$ cat src/rtl/uart_tx_pkg.sv
// Shared UART definitions: FSM state encodings and the baud divisor
// calculation used by both the transmitter and the receiver.
package uart_tx_pkg;

  localparam logic [1:0] IDLE  = 2'd0;
  localparam logic [1:0] START = 2'd1;
  localparam logic [1:0] DATA  = 2'd2;
  localparam logic [1:0] STOP  = 2'd3;

  // Clock cycles per bit; integer division so the receiver computes the
  // identical count and both ends agree cycle-for-cycle.
  function automatic int calc_baud_cnt_max(input int clk_freq, input int uart_bps);
    return clk_freq / uart_bps;
  endfunction

endpackage

$ cat src/rtl/uart_tx.sv
// 8N1 UART transmitter with a one-byte holding register. pi_data/pi_flag
// follow the receiver's po_data/po_flag strobe convention so the two can be
// chained for echo. tx is registered and lags the FSM by one cycle; tx_done
// is delayed to line up with the end of the stop bit as seen on tx.
module uart_tx
  import uart_tx_pkg::*;
#(
  parameter int UART_BPS = 9600,
  parameter int CLK_FREQ = 50_000_000
) (
  input  logic       sys_clk,
  input  logic       sys_rst_n,
  input  logic [7:0] pi_data,
  input  logic       pi_flag,
  output logic       tx,
  output logic       tx_ready,
  output logic       tx_busy,
  output logic       tx_done,
  output logic       tx_ovf
);

  localparam int          BAUD_CNT_MAX = calc_baud_cnt_max(CLK_FREQ, UART_BPS);
  localparam logic [15:0] BAUD_LAST    = 16'(BAUD_CNT_MAX - 1);

  logic [1:0]  state;
  logic [15:0] baud_cnt;
  logic [2:0]  bit_cnt;
  logic [7:0]  shift;
  logic [7:0]  hold_data;
  logic        hold_valid;
  logic        stop_end_p0;

  logic        bit_end;
  logic        consume;
  logic        accept;
  logic        drop;

  // Bit boundary, hold consumption and strobe acceptance
  always_comb begin
    bit_end = (state != IDLE) && (baud_cnt == BAUD_LAST);
    consume = hold_valid && ((state == IDLE) || ((state == STOP) && bit_end));
    accept  = pi_flag && (!hold_valid || consume);
    drop    = pi_flag && !accept;
  end

  // Holding register occupancy; a strobe on the consume cycle refills it
  always_ff @(posedge sys_clk or negedge sys_rst_n) begin
    if (!sys_rst_n) begin
      hold_valid <= 1'b0;
    end else if (accept) begin
      hold_valid <= 1'b1;
    end else if (consume) begin
      hold_valid <= 1'b0;
    end
  end

  // Holding register data, only meaningful while hold_valid is set
  always_ff @(posedge sys_clk) begin
    if (accept) begin
      hold_data <= pi_data;
    end
  end

  // Frame sequencer with baud and bit counters
  always_ff @(posedge sys_clk or negedge sys_rst_n) begin
    if (!sys_rst_n) begin
      state    <= IDLE;
      baud_cnt <= 16'd0;
      bit_cnt  <= 3'd0;
    end else begin
      case (state)
        IDLE: begin
          baud_cnt <= 16'd0;
          bit_cnt  <= 3'd0;
          if (consume) begin
            state <= START;
          end
        end
        START: begin
          if (bit_end) begin
            state    <= DATA;
            baud_cnt <= 16'd0;
            bit_cnt  <= 3'd0;
          end else begin
            baud_cnt <= baud_cnt + 16'd1;
          end
        end
        DATA: begin
          if (bit_end) begin
            baud_cnt <= 16'd0;
            if (bit_cnt == 3'd7) begin
              state <= STOP;
            end else begin
              bit_cnt <= bit_cnt + 3'd1;
            end
          end else begin
            baud_cnt <= baud_cnt + 16'd1;
          end
        end
        default: begin
          if (bit_end) begin
            baud_cnt <= 16'd0;
            state    <= consume ? START : IDLE;
          end else begin
            baud_cnt <= baud_cnt + 16'd1;
          end
        end
      endcase
    end
  end

  // Shifter: loaded on consume, shifted right at the end of each data bit
  always_ff @(posedge sys_clk) begin
    if (consume) begin
      shift <= hold_data;
    end else if ((state == DATA) && bit_end) begin
      shift <= {1'b0, shift[7:1]};
    end
  end

  // Registered line driver and event pulses
  always_ff @(posedge sys_clk or negedge sys_rst_n) begin
    if (!sys_rst_n) begin
      tx          <= 1'b1;
      stop_end_p0 <= 1'b0;
      tx_done     <= 1'b0;
      tx_ovf      <= 1'b0;
    end else begin
      case (state)
        START:   tx <= 1'b0;
        DATA:    tx <= shift[0];
        default: tx <= 1'b1;
      endcase
      stop_end_p0 <= (state == STOP) && bit_end;
      tx_done     <= stop_end_p0;
      tx_ovf      <= drop;
    end
  end

  // Status flags derived from registers only
  always_comb begin
    tx_ready = ~hold_valid;
    tx_busy  = (state != IDLE) | hold_valid;
  end

endmodule
$ cat config.mk
export PLATFORM = sky130hd
export DESIGN_NAME = uart_tx
export DESIGN_NICKNAME = d
export VERILOG_FILES = /design/src/rtl/uart_tx_pkg.sv /design/src/rtl/uart_tx.sv
export SDC_FILE = /design/constraint.sdc
export NUM_CORES = 1
export LEC_CHECK = 0
export ABC_AREA = 0
export BUFFER_PORTS_ARGS = -buffer_cell sky130_fd_sc_hd__buf_2
export CAP_MARGIN = 40
export CORE_MARGIN = 10
export CORE_UTILIZATION = 40
export CTS_CLUSTER_SIZE = 25
export DETAILED_ROUTE_END_ITERATION = 16
export PLACE_DENSITY = 0.56
export SLEW_MARGIN = 5
export SYNTH_ARGS = -nofsm -noshare
export SYNTH_HDL_FRONTEND = slang
export SYNTH_SLANG_ARGS = --single-unit
export TNS_END_PERCENT = 100
$ cat constraint.sdc
create_clock -name sys_clk -period 6.8 [get_ports sys_clk]
set_input_delay 0.68 -clock sys_clk [delete_from_list [all_inputs] [get_ports sys_clk]]
set_output_delay 0.68 -clock sys_clk [all_outputs]
set_load 0.02 [all_outputs]
==> out/results.ini, run 1 <==
[run_status]
status=finished clean

[setup_path]
crit_type=flip-flop to flip-flop
start_kind=flip-flop
cp_max_fo=8
endpoint_kind=flip-flop
crit_arrival_ns=2.36
r2r-start=baud_cnt[0]
crit_chain=ha_1 > nor3b_1 > nand4_2 > nor3_4 > nor3_1 > nor2b_1
max_stage_delay_ns=0.52
critPathLaunch=baud_cnt[0]
critPathSlowestCell=nor2b_1
cp.required_ns=6.73
rr_worst_depth=6

[hold_path]
hold_path_depth=0
min_from=stop_end_p0
worstHoldPathType=flip-flop to flip-flop

[die]
die_h_um=91.2
core_sq_mm=0.00482
dieArea_sq_mm=0.00831
rows=25
die_w_um=91.2
initial_core_util_pct=42.1
io_pins=16

[clocking]
post-cts-setup-buffer-count=0
ctsHtreeMaxLevel=2
insertion_delay_ns=0.29
root_buffer=clkbuf_8
clk_path_buf_depth=2
clock_sinks=42
numCtsBuffers=5
hold_buffers=0
cts_resized=0
clkTransAtPathRegs_ns=0.08
cts_tree=built

[synth]
synth-async-reset-ratio_pct=61.9
yosys_warnings=0
synth_nets=181
synth-seq-cells=42
synth_area_sq_mm=0.00203
synth_edf_count=16
synth-seq-area-share_pct=55.9
synth-main-ff-cell=dfrtp_1
avgSynthCellArea_sq_um=12.5
syn_inst=162
yosys.cell_types.count=43

[timing]
finClkSkew_ns=0.00776
hold_violations=0
relSlewSlack_pct=60.0
rsz0062_at_grt=false
setup-tns-final_ns=0
max_clock_freq_mhz=411
layout_worst_path_cycle_share_pct=35.7
tightest_slew_ns=0.599
setup_violations=0
min_period_ns=2.43
slew_viol_final=0
setup_slack_ns=4.37

[routing]
wire_per_inst_um=13.6
wl_um=3380
drc=0
viasPerCell=4.99
drtIter0Drc=56
ant_nets=0
num_vias=1243
first_pass_iters=4

[place]
gp_congestion=0.786
portBuffers=15
hpwl_um=2460
place_ws_ns=4.35

[finish]
diodes=0
syn2layout_area_growth_pct=11.2
drive_above_1_share_pct=25.3
layout_common_cells=dfrtp_1 (25), nor2_1 (16), edfxtp_1 (16), buf_2 (15), xor2_1 (10)
final-seq-area_sq_mm=0.00113
n_fill_cell=460
final_common_cell=dfrtp_1
multi_input_area_sq_um=842
nNetsFinal=200

[run]
cap_violations=0

[global_route]
grt_usage_pct=8.91
antenna_found_initial=0
grt-ovfl-total=0
grt_pass1_vias=1302
grt_pass1_wl_um=6140
grt_start_max_net_pins=27

[power]
ir_worst_vdd_mv=0.174
p_leak_nw=1.01
power_density_mw_per_mm2=354

## worst max-delay path, delay by kind of cell, from the launching register on
kind	cells	cell delay [ns]
flops	1	0.45
fa+ha+maj	1	0.32
simple gates	5	1.30
## synth_stat cells, types with 2 or more instances
cell,instances,area (sq um)
nor3_1,2,10.0
or2_2,2,12.5
a31o_2,2,17.5
ha_1,8,100
dfrtp_1,25,626
edfxtp_1,16,480
inv_1,8,30.0
nor2_1,16,60.1
o21ai_1,2,10.0
nand2_1,9,33.8
or3_1,4,25.0
nand3_1,5,25.0
nor2b_1,2,12.5
mux2_4,7,105
o21ai_0,4,20.0
nor3b_1,2,15.0
nand4_2,2,25.0
nand4_1,5,31.3
a21boi_0,2,15.0
xor2_1,10,87.6
and3_1,3,18.8
and4bb_2,2,25.0
a21oi_1,4,20.0
## power breakdown
part | internal [mW] | switching [mW] | leakage [nW] | total [mW]
combinational | 0.116 | 0.151 | 0.465 | 0.267
sequential | 0.338 | 0.0376 | 0.496 | 0.376
clock | 0.0720 | 0.0833 | 0.0441 | 0.155
total | 0.526 | 0.272 | 1.01 | 0.798
## registers in the layout, summed over array words and instances (netlist names)
name and count:
baud_cnt 16, hold_data 8, shift 8, bit_cnt 3
state 2, hold_valid 1, stop_end_p0 1, tx 1
tx_done 1, tx_ovf 1
## per-layer routing
layer	up-vias	track usage, %	share of wire, %
met5	-	0	0
met4	0	3.92	1.5
met3	6	2.96	3.9
met2	22	14.1	47
met1	604	10.8	47
li1	611	-	-
## layout make-up
class                      count  share of cell area [%]
sequential                    42                    50.3
multi-input combinational    109                    37.4
tap                           67                    3.72
timing repair buffer          15                    3.33
clock buffer                   5                    3.05
inverter                       8                    1.33
clock inverter                 3                   0.944
## per-stage QoR
step                hold WS (ns)  util (%)  cells  area (sq um)  power, mW
floorplan                  0.331         -    162          2030      0.595
finish                     0.352      46.8    249          2250      0.798
detailed placement         0.335      44.9    241          2160      0.649
global route               0.376      46.8    249          2250      0.855
global placement           0.340      44.9    241          2160      0.639
CTS                        0.353      46.8    249          2250      0.812
## path summary, 6_finish.rpt
path / endpoint / slack (ns)
max: hold_data[2] / 4.37
min reg2reg: tx_done / 0.35
max in group asynchronous: tx / 6.04
max reg2reg: hold_data[2] / 4.37
min in group asynchronous: hold_valid / 0.38
min: tx_done / 0.35
## kinds of logic after synthesis
group                      after synthesis  synth area share, %
AOI/OAI and AO/OA                       19                 6.49
adders and majority gates                8                 4.94
buffers and inverters                   11                 2.53
DFF                                     42                 55.9
and+or+nand+nor                         62                 19.1
muxes                                    9                 6.24
xor gates and xnor gates                11                 4.76
(Power assumes the default switching activity.)
==> inputs of run 2 (changes only) <==
- ABC_AREA: 0 -> 1
- PLACE_DENSITY: 0.56 -> 0.58
- clock period: 6.8 -> 2.1 ns (I/O delays scaled with it)
==> out/results.ini, run 2 <==
[synth]
yosysMostFrequentCell=nand2_1
synth_top_family_by_area=simple AND/OR/NAND/NOR gates
synthTopCellsByCount=nand2_1 (57), dfrtp_1 (25), inv_1 (22), nor2_1 (21), nand3_1 (18)
synth_edf_count=16  ; unchanged
synth_fa_ha_area_share_pct=4.90  ; -0.039 points
synth-async-reset-ratio_pct=61.9  ; unchanged
synth-seq-cells=42  ; unchanged
yosys.area.top_type=dfrtp_1
synth_nets=243  ; +34%
synthXorXnorAreaFrac_pct=1.29  ; -3.5 points
yosys_warnings=0  ; unchanged
synth_area_sq_mm=0.00204  ; +0.80%
synth-seq-area-share_pct=55.5  ; -0.45 points
synth-main-ff-cell=dfrtp_1
synth_top_area_share_pct=30.6  ; -0.25 points
synth.mux.area_fraction_pct=0  ; -6.2 points
syn_inst=224  ; +38%
synth_compound_area_share_pct=5.02  ; -1.5 points
synth.area.top_cells=dfrtp_1 (31%), edfxtp_1 (24%), nand2_1 (10%)
synthSimpleGateAreaFrac_pct=27.3  ; +8.2 points
avgSynthCellArea_sq_um=9.12  ; -27%
yosys.cell_types.count=29  ; -33%

[timing]
hold_violations=0  ; unchanged
setup_slack_ns=0.209  ; -4.16 ns
min_period_ns=1.89  ; -0.540 ns
max_clock_freq_mhz=529  ; +29%
slew_viol_final=0  ; unchanged
tightest_slew_ns=0.605  ; +0.00525 ns
finClkSkew_ns=0.00246  ; -0.00530 ns
setup_violations=0  ; unchanged
setup-tns-final_ns=0  ; unchanged
worst_hold_slack_ns=0.0867  ; -0.266 ns
relSlewSlack_pct=59.7  ; -0.27 points
layout_worst_path_cycle_share_pct=90.1  ; +54 points
rsz0062_at_grt=false

[clocking]
cts_tree=built
root_buffer=clkbuf_8
insertion_delay_ns=0.29  ; about the same
ctsHtreeMaxLevel=2  ; unchanged
clk_path_buf_depth=2  ; unchanged
clock_sinks=42  ; unchanged
numCtsBuffers=5  ; unchanged
clkTransAtPathRegs_ns=0.08  ; about the same

[routing]
num_vias=1485  ; +19%
viasPerCell=4.67  ; -6.5%
drc=0  ; unchanged
wl_met1_um=2010  ; +25%
wl_um=3960  ; +17%
met2_length_um=1760  ; +10%
first_pass_iters=4  ; unchanged
wire_per_inst_um=12.5  ; -8.2%
ant_nets=0  ; unchanged
drtIter0Drc=72  ; +29%
wl_met3_um=137  ; +3.0%
highest_layer=met4

[die]
die_h_um=91.5  ; +0.31%
core_sq_mm=0.00485  ; +0.65%
dieArea_sq_mm=0.00836  ; +0.63%
die_w_um=91.5  ; +0.31%
rows=25  ; unchanged
initial_core_util_pct=42.1  ; +0.064 points
io_pins=16  ; unchanged

[power]
p_leak_nw=1.06  ; +5.4%
power_density_mw_per_mm2=640  ; +81%
p_total_mw=1.50  ; +88%
ir_worst_vdd_mv=0.289  ; +66%

[finish]
postLayoutCoreUtil_pct=48.4  ; +1.6 points
reg_top3=baud_cnt (16), hold_data (8), shift (8)
syn2layout_area_growth_pct=14.8
n_fill_cell=454  ; -1.3%
diodes=0  ; unchanged
largest_register_ffs=16  ; unchanged
drive_above_1_share_pct=18.7  ; -6.5 points
nNetsFinal=269  ; +35%
largest-register=baud_cnt
layout_common_cells=nand2_1 (57), dfrtp_1 (25), inv_1 (22), nor2_1 (21), nand3_1 (18)
final_common_cell=nand2_1

[setup_path]
max_stage_delay_ns=0.38  ; -0.14 ns
r2r-start=baud_cnt[0]
reg2reg_to=hold_data[7]
crit_type=flip-flop to flip-flop
r2r_setup_slack_ns=0.21  ; -4.16 ns
critPathSlowestCell=dfrtp_1
cp_max_fo=8  ; unchanged
crit_top_cell=nand2_1
endpoint_kind=flip-flop
cp.required_ns=2.11  ; -4.62 ns
crit_arrival_ns=1.90  ; -0.46 ns
start_kind=flip-flop
rr_worst_depth=10  ; +4
crit_chain=ha_1 > nand2_1 > inv_2 > nand2_1 > nor2_2 > nand2_2 > o21ai_4 > nand2_4 > a21oi_2 > buf_4

[hold_path]
worstHoldPathType=primary input to flip-flop
min_from=pi_data[4]
hold_path_depth=1  ; +1
hold_end=hold_data[4]

[global_route]
grt_pass1_vias=1486  ; +14%
grt_pass1_wl_um=6910  ; +13%
grt_usage_pct=10.1  ; +1.2 points
grt-ovfl-total=0  ; unchanged
antenna_found_initial=0  ; unchanged
grt_start_max_net_pins=27  ; unchanged

[run_status]
status=finished clean

[place]
hpwl_um=3040  ; +24%
place_ws_ns=0.119  ; -4.23 ns
portBuffers=15  ; unchanged
gp_congestion=0.824  ; +4.8%

[run]
cap_violations=0  ; unchanged

## run 2: kinds of logic (layout without fill, tap and decap cells)
group	count (synthesis)	count (layout)
AND/OR/NAND/NOR	124	124
flip-flops	42	42
buffers and inverters	30	57
AO/OA/AOI/OAI	17	17
adder cells (fa/ha/maj)	8	8
XOR/XNOR	3	3
## run 2: cell type report
class | count | area (sq um) | area share, %
clock buffer | 6 | 72.6 | 3.09
timing repair buffer | 22 | 130 | 5.55
multi-input combinational | 152 | 787 | 33.6
clock inverter | 2 | 37.5 | 1.60
sequential | 42 | 1130 | 48.3
tap | 67 | 83.8 | 3.58
inverter | 27 | 101 | 4.32
## run 2: worst max-delay path by stage
stage / start / endpoint / slack (ns) / cells past startpoint
detailed placement: baud_cnt[0] / hold_data[0] / 0.12 / 10
global route: baud_cnt[0] / hold_data[5] / 0.08 / 10
CTS: baud_cnt[0] / hold_data[3] / 0.11 / 10
floorplan: baud_cnt[0] / shift[0] / 0.12 / 10
global placement: baud_cnt[0] / hold_data[0] / 0.20 / 10
finish: baud_cnt[0] / hold_data[7] / 0.21 / 10
## run 2: through the flow
stage / instances / instance area (sq um)
after floorplan: 224 / 2040
final: 318 / 2340
after global routing: 318 / 2340
after global placement: 308 / 2220
after detailed placement: 308 / 2220
after CTS: 317 / 2340
## run 2: critical path, delay by kind of cell, from the launching register on
family / cells / cell delay [ns]
and+or+nand+nor: 5 / 0.46
adders and majority gates: 1 / 0.18
AOI/OAI and AO/OA: 2 / 0.32
DFF: 1 / 0.38
buffers and inverters: 2 / 0.26
## run 2: power breakdown
| group | switching (mW) | internal [mW] |
|---|---|---|
| Combinational | 0.0156 | 0.00869 |
| Clock | 0.272 | 0.355 |
| Sequential | 0.000165 | 0.849 |
## run 2: timing repair
item	CTS	global route
setup buffers	0	1
gates resized for setup	0	0
hold buffers	1	0
setup endpoints to repair	0	8
hold endpoints to repair	25	0
## run 2: layer usage
layer | track usage, % | vias to the layer above
li1 | - | 779
met3 | 2.96 | 7
met1 | 13.9 | 677
met5 | 0 | -
met2 | 14.3 | 22
met4 | 4.31 | 0
